===== src/rtl/vga_scan_ctrl.sv =====
// 640x480@60 VGA scan generator: drives (x, y) to the layers, samples their answer at pixel end,
// and registers rgb/hs/vs/frame_clk together so they lag x/y by exactly one pixel period.
module vga_scan_ctrl #(
    parameter int unsigned PIX_DIV       = 4,
    parameter int unsigned LAYER_LATENCY = 2,
    parameter int unsigned H_ACTIVE      = 640,
    parameter int unsigned H_FP          = 16,
    parameter int unsigned H_SYNC        = 96,
    parameter int unsigned H_BP          = 48,
    parameter int unsigned V_ACTIVE      = 480,
    parameter int unsigned V_FP          = 10,
    parameter int unsigned V_SYNC        = 2,
    parameter int unsigned V_BP          = 33
) (
    input  logic        clk,
    input  logic        rstn,
    input  logic        layer_valid,
    input  logic [11:0] layer_color,
    input  logic [11:0] bg_color,
    output logic [9:0]  x,
    output logic [9:0]  y,
    output logic        hs,
    output logic        vs,
    output logic [3:0]  r,
    output logic [3:0]  g,
    output logic [3:0]  b,
    output logic        frame_clk
);

    localparam int unsigned H_TOTAL = H_ACTIVE + H_FP + H_SYNC + H_BP;
    localparam int unsigned V_TOTAL = V_ACTIVE + V_FP + V_SYNC + V_BP;
    localparam int unsigned DW      = (PIX_DIV > 1) ? $clog2(PIX_DIV) : 1;

    localparam logic [DW-1:0] DIV_LAST = DW'(PIX_DIV - 1);
    localparam logic [9:0]    H_LAST   = 10'(H_TOTAL - 1);
    localparam logic [9:0]    V_LAST   = 10'(V_TOTAL - 1);
    localparam logic [9:0]    H_ACT    = 10'(H_ACTIVE);
    localparam logic [9:0]    V_ACT    = 10'(V_ACTIVE);
    localparam logic [9:0]    HS_BEG   = 10'(H_ACTIVE + H_FP);
    localparam logic [9:0]    HS_END   = 10'(H_ACTIVE + H_FP + H_SYNC - 1);
    localparam logic [9:0]    VS_BEG   = 10'(V_ACTIVE + V_FP);
    localparam logic [9:0]    VS_END   = 10'(V_ACTIVE + V_FP + V_SYNC - 1);

    // The layer answer must settle before the pixel-end sample point.
    if (LAYER_LATENCY > PIX_DIV - 1) begin : g_latency_check
        $error("LAYER_LATENCY must not exceed PIX_DIV-1");
    end

    logic [DW-1:0] div_q, div_d;
    logic [9:0]    x_q, x_d;
    logic [9:0]    y_q, y_d;
    logic          hs_q, hs_d;
    logic          vs_q, vs_d;
    logic [11:0]   rgb_q, rgb_d;
    logic          fc_q, fc_d;
    logic          pix_end;
    logic          active;

    assign pix_end = (div_q == DIV_LAST);
    assign active  = (x_q < H_ACT) && (y_q < V_ACT);

    always_comb begin
        div_d = pix_end ? '0 : div_q + DW'(1);
        x_d   = x_q;
        y_d   = y_q;
        hs_d  = hs_q;
        vs_d  = vs_q;
        rgb_d = rgb_q;
        fc_d  = fc_q;
        if (pix_end) begin
            // Outputs describe the pixel being left, so they trail x/y by one pixel.
            rgb_d = active ? (layer_valid ? layer_color : bg_color) : 12'h000;
            hs_d  = !((x_q >= HS_BEG) && (x_q <= HS_END));
            vs_d  = !((y_q >= VS_BEG) && (y_q <= VS_END));
            fc_d  = (y_q >= V_ACT);
            if (x_q == H_LAST) begin
                x_d = '0;
                y_d = (y_q == V_LAST) ? '0 : y_q + 10'd1;
            end else begin
                x_d = x_q + 10'd1;
            end
        end
    end

    always_ff @(posedge clk or negedge rstn) begin
        if (!rstn) begin
            div_q <= '0;
            x_q   <= '0;
            y_q   <= '0;
            hs_q  <= 1'b1;
            vs_q  <= 1'b1;
            rgb_q <= '0;
            fc_q  <= 1'b0;
        end else begin
            div_q <= div_d;
            x_q   <= x_d;
            y_q   <= y_d;
            hs_q  <= hs_d;
            vs_q  <= vs_d;
            rgb_q <= rgb_d;
            fc_q  <= fc_d;
        end
    end

    assign x         = x_q;
    assign y         = y_q;
    assign hs        = hs_q;
    assign vs        = vs_q;
    assign r         = rgb_q[11:8];
    assign g         = rgb_q[7:4];
    assign b         = rgb_q[3:0];
    assign frame_clk = fc_q;

endmodule

===== config.mk =====
export PLATFORM = sky130hd
export DESIGN_NAME = vga_scan_ctrl
export DESIGN_NICKNAME = d
export VERILOG_FILES = /design/src/rtl/vga_scan_ctrl.sv
export SDC_FILE = /design/constraint.sdc
export NUM_CORES = 1
export LEC_CHECK = 0
export BUFFER_PORTS_ARGS = -buffer_cell sky130_fd_sc_hd__buf_2
export CAP_MARGIN = 20
export CORE_UTILIZATION = 50
export CTS_BUF_LIST = sky130_fd_sc_hd__clkbuf_8 sky130_fd_sc_hd__clkbuf_16
export CTS_CLUSTER_DIAMETER = 40
export DETAILED_ROUTE_END_ITERATION = 7
export PLACE_DENSITY_LB_ADDON = 0.2
export SYNTH_ARGS = -nofsm -noshare
export SYNTH_HDL_FRONTEND = slang
export SYNTH_SLANG_ARGS = --single-unit

===== constraint.sdc =====
create_clock -name clk -period 3.5 [get_ports clk]
set_input_delay 0.525 -clock clk [delete_from_list [all_inputs] [get_ports clk]]
set_output_delay 0.525 -clock clk [all_outputs]
set_load 0.05 [all_outputs]

* Word level (Yosys, flattened, before mapping)
Cells that the tools add are included.
** Operators by class
- $add $sub $neg :: 3
- Order comparisons :: 7
- Eq/ne operators :: 3
- Muxes and demuxes :: 5
- Reduce and logical (&&, ||, !) cells :: 6
** Operator list (number)
- 2-to-1 mux 12 bit :: 2
- adder 10 x 1 -> 10 bit, second input constant :: 2
- equality test 10 bit, second input constant :: 2
- >= comparator 10 x 9 -> 1 bit, second input constant :: 2
- 2-to-1 mux 10 bit :: 2
- >= comparator 10 bit, second input constant :: 1
- <= comparator 10 bit, second input constant :: 1
- <= comparator 10 x 9 -> 1 bit, second input constant :: 1
- < comparator 10 bit, second input constant :: 1
- < comparator 10 x 9 -> 1 bit, second input constant :: 1
- logical AND 1 bit :: 3
- adder 2 x 1 -> 2 bit, second input constant :: 1
- equality test 2 bit, second input constant :: 1
- zero test 1 bit :: 2
- 2-to-1 mux 2 bit :: 1
- AND reduction 2 bit :: 1
** Word-level totals
- Register bits :: 37
- Bits of input ports :: 27
- Output and inout bits :: 35
- Logic and storage cells :: 31

* Logic depth before layout (Yosys ltp)
- Depth in word-level cells :: 3
- Gate-level depth with buffers :: 7
- Mapped depth without buffers :: 6

* Worst setup path after synthesis
Ideal clock, no wire load.
- Kind :: register -> register
- Start :: register x_q[0] (netlist: x[0])
- End :: register y_q[8] (netlist: y[8])
- Library setup time :: 0.083 ns
- Data arrival time :: 2.311 ns
- Required time :: 3.417 ns
- Setup slack :: 1.106 ns
- Stages on the path, launching flop included :: 7
- Path buffers :: 1
- Period minus slack after synthesis :: 2.394 ns
- Cell sequence :: dfrtp_1 > ha_1 > nand3_4 > or4_1 > clkbuf_2 > or4_1 > o21ai_0
** Between the ends
- Longest elaborated chain between the ends :: 2
** RTL lines
- from (decl) :: RTL line 50 : logic [9:0] x_q, x_d;
- from (signal assigned) :: RTL line 88 : x_q <= '0;
- from (signal assigned) :: RTL line 96 : x_q <= x_d;
- equality test 10 bit :: RTL line 76 : if (x_q == H_LAST) begin
- AND reduction 2 bit (no source line)
- to (signal assigned) :: RTL line 97 : y_q <= y_d;
- to (decl) :: RTL line 51 : logic [9:0] y_q, y_d;
Every way passes these cells.
A chain may end at the register's enable or synchronous reset.

* Worst setup path in the final report
- Start :: register x_q[0] (netlist: x[0])
- End :: register y_q[5] (netlist: y[5])
Same word-level chain as after synthesis.

==> run_results.csv <==
group,metric,value,unit
critical_path,crit_path_end_kind,"register",
routing,wire_per_inst,12.7,µm
power,combinationalPowerShare,0.104,
critical_path,path_max_fanout,10,
timing,worst_pin_slew,800,ps
routing,vias_per_cell,5.31,
timing,fin_ws,1260,ps
die,die_h,62.8,µm
timing,rsz0062_at_grt,"no",
die,io_pins,62,
logic_synthesis,ys_top_cells_by_area,"dfrtp_1 47%, mux2i_1 7.0%, o22ai_1 4.4%",
logic_synthesis,synth_cells,182,
power,switching_share,0.238,
clocking,cts_root_buffer,"clkbuf_8",
clocking,post_cts_resized,0,
critical_path,r2r-start,"x[0]",
power,power_switching,0.218,mW
die,dieWidth,62.8,µm
timing,fin_tns_setup,0,ps
logic_synthesis,synth_top_area_cell,"dfrtp_1",
die,initial_core_util,0.537,
place,gp_congestion,0.789,
clocking,cts_max_level,2,
timing,setup_viol_count_final,0,
timing,timing.hold.ws,322,ps
timing,clock_skew,6.10,ps
critical_path,worst_setup_path_start_kind,"register",
logic_synthesis,yosysMostFrequentCell,"dfrtp_1",
logic_synthesis,synth_compound_area_frac,0.115,
logic_synthesis,synthDistinctLibCells,34,
place,port_buffers,61,
critical_path,crit_type,"reg2reg",
power,seq_power_share,0.482,
critical_path,r2r_end,"y[5]",
clocking,cts.sinks,37,
logic_synthesis,synth-edff-count,0,
timing,relSlewSlack,0.467,
logic_synthesis,synth-simple-area-share,0.175,
cells_and_area,diodes,0,
logic_synthesis,synth_common_cells,"35 x dfrtp_1, 18 x inv_1, 13 x mux2i_1, 13 x nand2_1, 13 x o22ai_1",
grt,grt_max_degree,38,
clocking,clockBufferDepth,2,
clocking,cts_tree,"yes",
logic_synthesis,synth_flop_cell,"dfrtp_1",
routing,drt_iter0_drc,57,
power,clkPwrFrac,0.414,
logic_synthesis,netlist_area,1850,µm²
logic_synthesis,synth_warnings,0,
timing,hold_viol,0,
logic_synthesis,synth.avg_cell_area,10.2,µm²
cells_and_area,drive_gt1_frac,0.321,
clocking,cts_setup_buffers,0,
grt,overflow,0,
logic_synthesis,async_reset_ff_frac,1.00,
logic_synthesis,synth_fa_ha_area_frac,0.0406,
critical_path,required,3690,ps
clocking,hold_buffers,0,
critical_path,reg2regPathDepth,5,
cells_and_area,syn2layout_area_growth,24.7,%
grt,antenna_found_initial,0,
die,rows,21,
die,dieArea,3950,µm²
cells_and_area,fillers,308,
grt,grt_pass1_vias,1344,
routing,finalWirelength,3700,µm
power,p_leak,1.12,nW
logic_synthesis,synth-xor-area-share,0.0426,
critical_path,r2r_slack,1260,ps
timing,slew_violations,0,
cells_and_area,layout.area.seq,928,µm²
timing,period_share,0.640,
logic_synthesis,yosysTopAreaCellShare,0.474,
grt,grt_usage,0.200,
place,post-place-ws,1260,ps
grt,grt_pass1_wl,6110,µm
cells_and_area,instances_no_fill,292,
logic_synthesis,ys_seq_area_frac,0.502,
routing,dr.pass1.iters,4,
cells_and_area,fin_util,0.670,
logic_synthesis,synthMuxAreaShare,0.0704,
logic_synthesis,synth_top_family_by_area,"simple AND/OR/NAND/NOR gates",
status,outcome,"completed",
timing,period_minus_slack,2240,ps
routing,num_vias,1550,
logic_synthesis,synth_nets,215,
place,post-place-cells,284,
cells_and_area,final_net_count,278,
flow_run,drv_cap,0,
logic_synthesis,synth.ff_latch_count,37,
routing,drc,0,
min_path,hold_class,"in2async",
clocking,numCtsBuffers,5,
place,dp_hpwl,2670,µm
power,p_int,0.700,mW
routing,postRouteAntennaNets,0,
critical_path,worstPathArrival,2430,ps
die,core_area,3440,µm²
timing,timing.fmax,447,MHz
cells_and_area,multi_input_area,820,µm²
power,p_per_area,398,nW/µm²
clocking,insertion_delay,290,ps
power,peakVddDrop,0.283,mV
clocking,path_clk_slew,70,ps
-- how the worst max path moves through the flow --
stage / startpoint / end / slack, ps
after floorplan: x[0] / y[8] / 1110
after global placement: x[0] / y[5] / 1370
after detailed placement: x[0] / y[5] / 1260
after CTS: x[0] / y[5] / 1250
after global routing: x[0] / y[5] / 1060
final: x[0] / y[5] / 1260
-- power groups by stage --
stage          clock network [mW]  registers (mW)  logic [mW]
6_report                    0.380           0.442      0.0956
5_1_grt                     0.404           0.444       0.103
4_1_cts                     0.387           0.442      0.0971
3_5_place_dp                    0           0.451      0.0970
3_3_place_gp                    0           0.450      0.0956
2_1_floorplan                   0           0.490      0.0215
-- per-stage QoR --
stage                     power [mW]  instance area (µm²)
after global placement         0.546                 2190
after global routing           0.951                 2310
after detailed placement       0.548                 2190
after CTS                      0.926                 2310
after floorplan                0.511                 1850
final                          0.918                 2310
-- sequential cells by signal, summed over array words and instances, names as in the netlist --
signal	count
div_q	2
frame_clk	1
hs	1
rgb_q	12
vs	1
x	10
y	10
-- layout make-up --
cell class / instances / share of cell area
Inverter: 18 / 0.0293
Timing Repair Buffer: 62 / 0.136
Clock buffer: 6 / 0.0358
Tap cell: 46 / 0.0250
Multi-Input combinational cell: 121 / 0.355
Sequential cell: 37 / 0.403
Clock inverter: 2 / 0.0163
-- critical path: stages, from the launching register on --
cell     delay (ps)
dfrtp_1         410
ha_1            290
nand3_4         110
nor4_2          730
nand2_1         310
o31ai_1         300
-- logic make-up after synthesis --
| family | after synthesis |
|---|---|
| AOI/OAI and AO/OA | 35 |
| xor gates and xnor gates | 9 |
| adders and majority gates | 6 |
| buffers and inverters | 24 |
| DFF | 37 |
| muxes | 13 |
| and+or+nand+nor | 58 |
-- per-layer routing --
metal	global-route usage	share of wire	routed length, µm
met4	0.0785	0.012	46
met3	0.0474	0.053	195
met2	0.304	0.47	1740
met1	0.275	0.46	1720
met5	0	0	0
-- placed cells by master (no fill, tap or decap), types with 7 or more instances in the layout --
master | netlist | routed
buf_2 | 0 | 61
o21ai_0 | 10 | 10
nand2_1 | 13 | 13
mux2i_1 | 13 | 13
nor2_1 | 10 | 10
inv_1 | 18 | 18
nand3_1 | 7 | 7
dfrtp_1 | 35 | 35
o22ai_1 | 13 | 13
xnor2_1 | 7 | 7
Note: power is estimated with default switching activity, not from simulation.
